[src/rtl/stopwatch_display_if.sv]
// Display-side bundle for the stopwatch display: the time fields and blink
// select going in, and the multiplexed seven-segment drive coming out.
interface stopwatch_display_if;
    logic [5:0] minutes;
    logic [5:0] seconds;
    logic [1:0] blink_sel;
    logic [6:0] seg;
    logic       dp;
    logic [3:0] an;

    // Driver of the time fields / consumer of the segment drive
    modport master (
        output minutes,
        output seconds,
        output blink_sel,
        input  seg,
        input  dp,
        input  an
    );

    // The display block itself
    modport slave (
        input  minutes,
        input  seconds,
        input  blink_sel,
        output seg,
        output dp,
        output an
    );
endinterface

[src/rtl/stopwatch_display.sv]
// Four-digit multiplexed common-anode display of MM.SS. Both fields are
// captured once per scan frame so a frame never mixes old and new values;
// either field can be blinked for adjust mode. All outputs are registered.
module stopwatch_display #(
    parameter int SCAN_DIV  = 100000,
    parameter int BLINK_DIV = 50000000
) (
    input  logic                clk,
    input  logic                reset,
    stopwatch_display_if.slave  disp
);
    localparam int SCAN_W  = (SCAN_DIV  > 2) ? $clog2(SCAN_DIV)  : 1;
    localparam int BLINK_W = (BLINK_DIV > 2) ? $clog2(BLINK_DIV) : 1;
    localparam logic [6:0] SEG_DASH  = 7'b0111111;
    localparam logic [6:0] SEG_BLANK = 7'h7F;

    logic [SCAN_W-1:0]  scan_cnt_reg;
    logic [1:0]         digit_reg;
    logic [BLINK_W-1:0] blink_cnt_reg;
    logic               blink_on_reg;
    logic [5:0]         min_q_reg;
    logic [5:0]         sec_q_reg;
    logic               first_reg;
    logic [3:0]         an_reg;
    logic [6:0]         seg_reg;
    logic               dp_reg;

    logic               scan_wrap;
    logic               blink_wrap;
    logic               frame_end;
    logic [5:0]         min_cur;
    logic [5:0]         sec_cur;
    logic [3:0]         an_next;
    logic [6:0]         digit_code [4];

    // Active-low g..a pattern for one decimal digit
    function automatic logic [6:0] seg_decode(input logic [5:0] d);
        logic [6:0] s;
        case (d)
            6'd0:    s = 7'b1000000;
            6'd1:    s = 7'b1111001;
            6'd2:    s = 7'b0100100;
            6'd3:    s = 7'b0110000;
            6'd4:    s = 7'b0011001;
            6'd5:    s = 7'b0010010;
            6'd6:    s = 7'b0000010;
            6'd7:    s = 7'b1111000;
            6'd8:    s = 7'b0000000;
            6'd9:    s = 7'b0010000;
            default: s = SEG_DASH;
        endcase
        return s;
    endfunction

    assign scan_wrap  = (scan_cnt_reg == SCAN_W'(SCAN_DIV - 1));
    assign blink_wrap = (blink_cnt_reg == BLINK_W'(BLINK_DIV - 1));
    assign frame_end  = scan_wrap && (digit_reg == 2'd3);

    // The first slot after reset belongs to the frame being captured right
    // then, so it shows the live inputs instead of the cleared snapshot.
    assign min_cur = first_reg ? disp.minutes : min_q_reg;
    assign sec_cur = first_reg ? disp.seconds : sec_q_reg;

    // Per-digit segment pattern and anode enable; digits 0/1 are seconds,
    // 2/3 are minutes, even digits are ones and odd digits are tens.
    genvar gi;
    generate
        for (gi = 0; gi < 4; gi++) begin : g_digit
            localparam int FIELD = gi / 2;
            logic [5:0] field;
            logic [5:0] val;
            logic [6:0] code;

            // Choose field and decimal place, then apply dash/blink overrides
            always_comb begin
                field = (FIELD == 0) ? sec_cur : min_cur;
                val   = ((gi % 2) == 0) ? (field % 6'd10) : (field / 6'd10);
                if (!blink_on_reg && disp.blink_sel[FIELD])
                    code = SEG_BLANK;
                else if (field > 6'd59)
                    code = SEG_DASH;
                else
                    code = seg_decode(val);
            end

            assign digit_code[gi] = code;
            assign an_next[gi]    = (digit_reg != 2'(gi));
        end
    endgenerate

    // Scan timing: digit dwell counter and digit index
    always_ff @(posedge clk) begin
        if (reset) begin
            scan_cnt_reg <= '0;
            digit_reg    <= 2'd0;
        end else if (scan_wrap) begin
            scan_cnt_reg <= '0;
            digit_reg    <= digit_reg + 2'd1;
        end else begin
            scan_cnt_reg <= scan_cnt_reg + SCAN_W'(1);
        end
    end

    // Blink phase: toggles every BLINK_DIV clocks, starts in the lit phase
    always_ff @(posedge clk) begin
        if (reset) begin
            blink_cnt_reg <= '0;
            blink_on_reg  <= 1'b1;
        end else if (blink_wrap) begin
            blink_cnt_reg <= '0;
            blink_on_reg  <= ~blink_on_reg;
        end else begin
            blink_cnt_reg <= blink_cnt_reg + BLINK_W'(1);
        end
    end

    // Frame snapshot: captured on the first clock after reset and at every
    // frame boundary, so mid-frame input changes stay invisible
    always_ff @(posedge clk) begin
        if (reset) begin
            min_q_reg <= 6'd0;
            sec_q_reg <= 6'd0;
            first_reg <= 1'b1;
        end else begin
            first_reg <= 1'b0;
            if (first_reg || frame_end) begin
                min_q_reg <= disp.minutes;
                sec_q_reg <= disp.seconds;
            end
        end
    end

    // Registered display drive for the digit currently being scanned
    always_ff @(posedge clk) begin
        if (reset) begin
            an_reg  <= 4'b1111;
            seg_reg <= SEG_BLANK;
            dp_reg  <= 1'b1;
        end else begin
            an_reg  <= an_next;
            seg_reg <= digit_code[digit_reg];
            dp_reg  <= (digit_reg != 2'd2);
        end
    end

    assign disp.an  = an_reg;
    assign disp.seg = seg_reg;
    assign disp.dp  = dp_reg;
endmodule
[src/flat_wrapper.sv]
// flat-port wrapper written by rule: the top's interface ports become plain ports
module stopwatch_display_flat 
#(
    parameter int SCAN_DIV  = 100000,
    parameter int BLINK_DIV = 50000000
)
  (clk, reset, disp_minutes, disp_seconds, disp_blink_sel, disp_seg, disp_dp, disp_an);
  stopwatch_display_if disp_i ();
  input  logic clk;
  input  logic reset;
  input wire logic [$bits(disp_i.minutes)-1:0] disp_minutes;
  input wire logic [$bits(disp_i.seconds)-1:0] disp_seconds;
  input wire logic [$bits(disp_i.blink_sel)-1:0] disp_blink_sel;
  output wire logic [$bits(disp_i.seg)-1:0] disp_seg;
  output wire logic [$bits(disp_i.dp)-1:0] disp_dp;
  output wire logic [$bits(disp_i.an)-1:0] disp_an;
  assign disp_i.minutes = disp_minutes;
  assign disp_i.seconds = disp_seconds;
  assign disp_i.blink_sel = disp_blink_sel;
  assign disp_seg = disp_i.seg;
  assign disp_dp = disp_i.dp;
  assign disp_an = disp_i.an;
  stopwatch_display #(.SCAN_DIV(SCAN_DIV), .BLINK_DIV(BLINK_DIV)) u_core (.clk(clk), .reset(reset), .disp(disp_i));
endmodule
[config.mk]
export PLATFORM = sky130hd
export DESIGN_NAME = stopwatch_display_flat
export DESIGN_NICKNAME = d
export VERILOG_FILES = /design/src/rtl/stopwatch_display_if.sv /design/src/rtl/stopwatch_display.sv /design/src/flat_wrapper.sv
export SDC_FILE = /design/constraint.sdc
export NUM_CORES = 1
export LEC_CHECK = 0
export ABC_CLOCK_PERIOD_IN_PS = 3800
export CAP_MARGIN = 15
export CORE_MARGIN = 10
export CORE_UTILIZATION = 55
export CTS_CLUSTER_DIAMETER = 50
export DETAILED_ROUTE_END_ITERATION = 7
export GPL_TIMING_DRIVEN = 0
export PLACE_DENSITY_LB_ADDON = 0.1
export SLEW_MARGIN = 20
export SYNTH_ARGS = -nofsm -noshare
export SYNTH_HDL_FRONTEND = slang
export SYNTH_SLANG_ARGS = --single-unit
[constraint.sdc]
create_clock -name clk -period 3.8 [get_ports clk]
set_input_delay 0.76 -clock clk [delete_from_list [all_inputs] [get_ports clk]]
set_output_delay 0.76 -clock clk [all_outputs]
set_load 0.01 [all_outputs]
==> results of run 1 <==
[metal layers]
layer  vias up  GRT usage (%)  routed length, um
li1       2107              -                  -
met1      2012           21.1               5010
met2       101           30.0               5530
met3        21           2.82                458
met4         0           6.01                221
met5         -              0                  0
[layout make-up]
type,count,area [um^2]
timing repair buffer,37,348
multi-input combinational,445,3230
clock buffer,10,128
buffer,16,97.6
fill,696,2750
inverter,23,106
tap,105,131
clock inverter,6,70.1
sequential,70,1400
[synthesized netlist by cell type (6+ instances only)]
cell type / n
and3_1: 8
nor3_1: 11
clkbuf_1: 10
nand2b_1: 7
dfxtp_1: 70
mux2i_1: 24
xor2_1: 27
nand4_1: 13
a21oi_1: 26
o21ai_0: 13
inv_1: 18
nand2_1: 33
nor4_1: 8
nand3_1: 24
and2_1: 8
o211ai_1: 6
nor2_1: 88
ha_1: 28
mux2_4: 7
nor2b_1: 6
xnor2_1: 15
[through the flow]
step,setup TNS [ns],worst slack (ns),utilization (%),cells
6_report,0,0.103,66.7,712
5_1_grt,-0.0405,-0.0253,66.7,712
4_1_cts,0,0.0282,65.4,707
3_5_place_dp,-5.64,-0.918,61.7,686
3_3_place_gp,-4.81,-0.769,61.7,686
2_1_floorplan,0,0.134,-,554
[final timing paths]
| check | cells past startpoint | endpoint | slack [ns] |
|---|---|---|---|
| setup reg to reg | 16 | u_core.disp.seg[0] | 0.26 |
| hold reg to reg | 1 | u_core.scan_cnt_reg[0] | 0.45 |
| setup / recovery | 15 | u_core.disp.seg[4] | 0.10 |
| hold / removal | 1 | u_core.scan_cnt_reg[0] | 0.45 |
[cell families (layout without fill, tap and decap cells)]
kind of cell,count (synthesis),in the layout,synth area share (%)
and+or+nand+nor,227,227,23.8
AOI/OAI and AO/OA,109,109,17.2
DFF,70,70,29.8
xor gates and xnor gates,42,42,7.83
muxes,39,39,9.80
buffers and inverters,39,92,4.02
adders and majority gates,28,28,7.46
[repair_timing]
| action | CTS | global route |
|---|---|---|
| resized for setup | 13 | 17 |
| setup buffers | 5 | 5 |
| pin swaps | 4 | 8 |
| endpoints found under the setup margin | 7 | 7 |
| hold buffers | 0 | 0 |
[power by group through the flow]
stage | sequential, W | clock [W] | combinational, W
finish | 0.000780 | 0.000608 | 0.000670
global route | 0.000784 | 0.000641 | 0.000730
CTS | 0.000779 | 0.000615 | 0.000622
detailed placement | 0.000797 | 0 | 0.000582
global placement | 0.000795 | 0 | 0.000568
floorplan | 0.000801 | 0 | 0.000422
==> metrics.txt, run 1 <==
max-cap viol count=0; Clock transition at path regs=0.07 ns; die height=112 um; 1st-iter DRT viols=202; Via Count=4241; register area share after synthesis=29.8%; vias in the first global route=slightly above 4000; CP Launch Type=primary input; CTS HTree Levels=3; CP cell instances=clkdlybuf4s50_1, mux2_4, inv_8, ha_4, nor2b_4, a21boi_1, a221o_1, o211ai_1, nand2_2, xnor2_4, buf_4, ha_1, mux2_4, a31o_1, a32oi_2; CTS Sinks=70; layout cells sized above 1=13.0%; total track usage=17.3%; worst-margin pin slew=0.649 ns; FFs w/ async S/R, synth=0%; Mapped Nets=~600; design area=about 0.0055 mm^2; Die W=112 um; Internal=0.00138 W; Seq cells post-synth=70; Worst setup startpoint=disp_minutes[4]; Mapped Area=0.00470 mm^2; Max stage delay cell, worst path=clkdlybuf4s50_1; worst path buffer plus inverter count=3; Seq pwr share=37.9%; Syn Inst Count=around 550; clock share of power=29.5%; Post-Route Skew=0.0143 ns; Synth Flop Type=dfxtp_1; worst r2r src=u_core.first_reg; relative max-transition margin=a little under three fifths; initial core utilization=a little under three fifths; final worst path period need=3.70 ns; wire per inst=15.8 um; Ant. Diodes=0; largest net degree at the start of global routing=14; WP data required=4.06 ns; Worst VDD drop=0.000225 V; first-pass GRT wire length=~19 mm; Worst path max stage delay=0.42 ns; Leak=2.18 nW; Routed WL=approximately 11 mm; Clock Latency Late Sink=about 0.36 ns; HP Start=u_core.scan_cnt_reg[0]; Psw=0.000678 W; CTS tree=done; syn_area_per_cell=8.48 um^2; Yosys top cell by area=dfxtp_1; Net Sw Frac=33.0%; final period utilization=97.3%; Arrival @ worst endpoint=3.96 ns; CTS root buf=clkbuf_8; antenna-violating nets left=0; most frequent cells in the layout=88 x nor2_1, 70 x dfxtp_1, 32 x nand2_1; post-synth top area share=29.8%; initial antenna violation count=0; CP most frequent cell=mux2_4; Post-synth EDFFs=0; Logic pwr share=between 30% and 40%; total gr overflow=0; Num CTS Buffers=9; vias per cell=5.96; worst hold slack=0.454 ns; std cell rows=33; Power Density=between 300 and 400 mW/mm^2; I/O pins=28; PortBufs=27; number of remaining DRC errors=0; worst hold path type=reg2reg; synth warn=0; crit-path leading delay family=compound AO/OA/AOI/OAI gates; DR pass1 iterations=7; core footprint=slightly above 0.008 mm^2; setup violators final=0; Max clock buf depth=2; Area contributors post-synth=dfxtp_1 30%, ha_1 7.5%, nor2_1 7.0%, mux2i_1 5.1%, xor2_1 5.0%; Area Growth Syn to Fin=17.3%; nets=646; post-synthesis cell type count=74; DP Area=0.00510 mm^2; Final Max Tran Viols=0; placer congestion estimate=~0.93; endpoint class of the critical path=flop; max reg flops=26; CP Class=in2reg; Die ar.=between 0.01 and 0.015 mm^2; Final Hold Fails=0; status=completed; Total Power=0.00206 W; critical path peak fanout=9; max frequency=270 MHz; commonest non-fill, non-tap cell in the layout=nor2_1; detailed placement HPWL=8.27 mm
Note: power is estimated with default switching activity, not from simulation.
==> run 2: changes to the inputs <==
==> constraint.sdc (replaced) <==
create_clock -name clk -period 3.8 [get_ports clk]
set_input_delay 0.76 -clock clk [delete_from_list [all_inputs] [get_ports clk]]
set_output_delay 0.76 -clock clk [all_outputs]
set_load 0.05 [all_outputs]
==> results of run 2 <==
The final DEF is identical to that of run 1. Status: completed.
Among the figures that moved: total power 0.00206 W -> 0.00211 W; worst IR drop on VDD 0.000225 V -> 0.000227 V
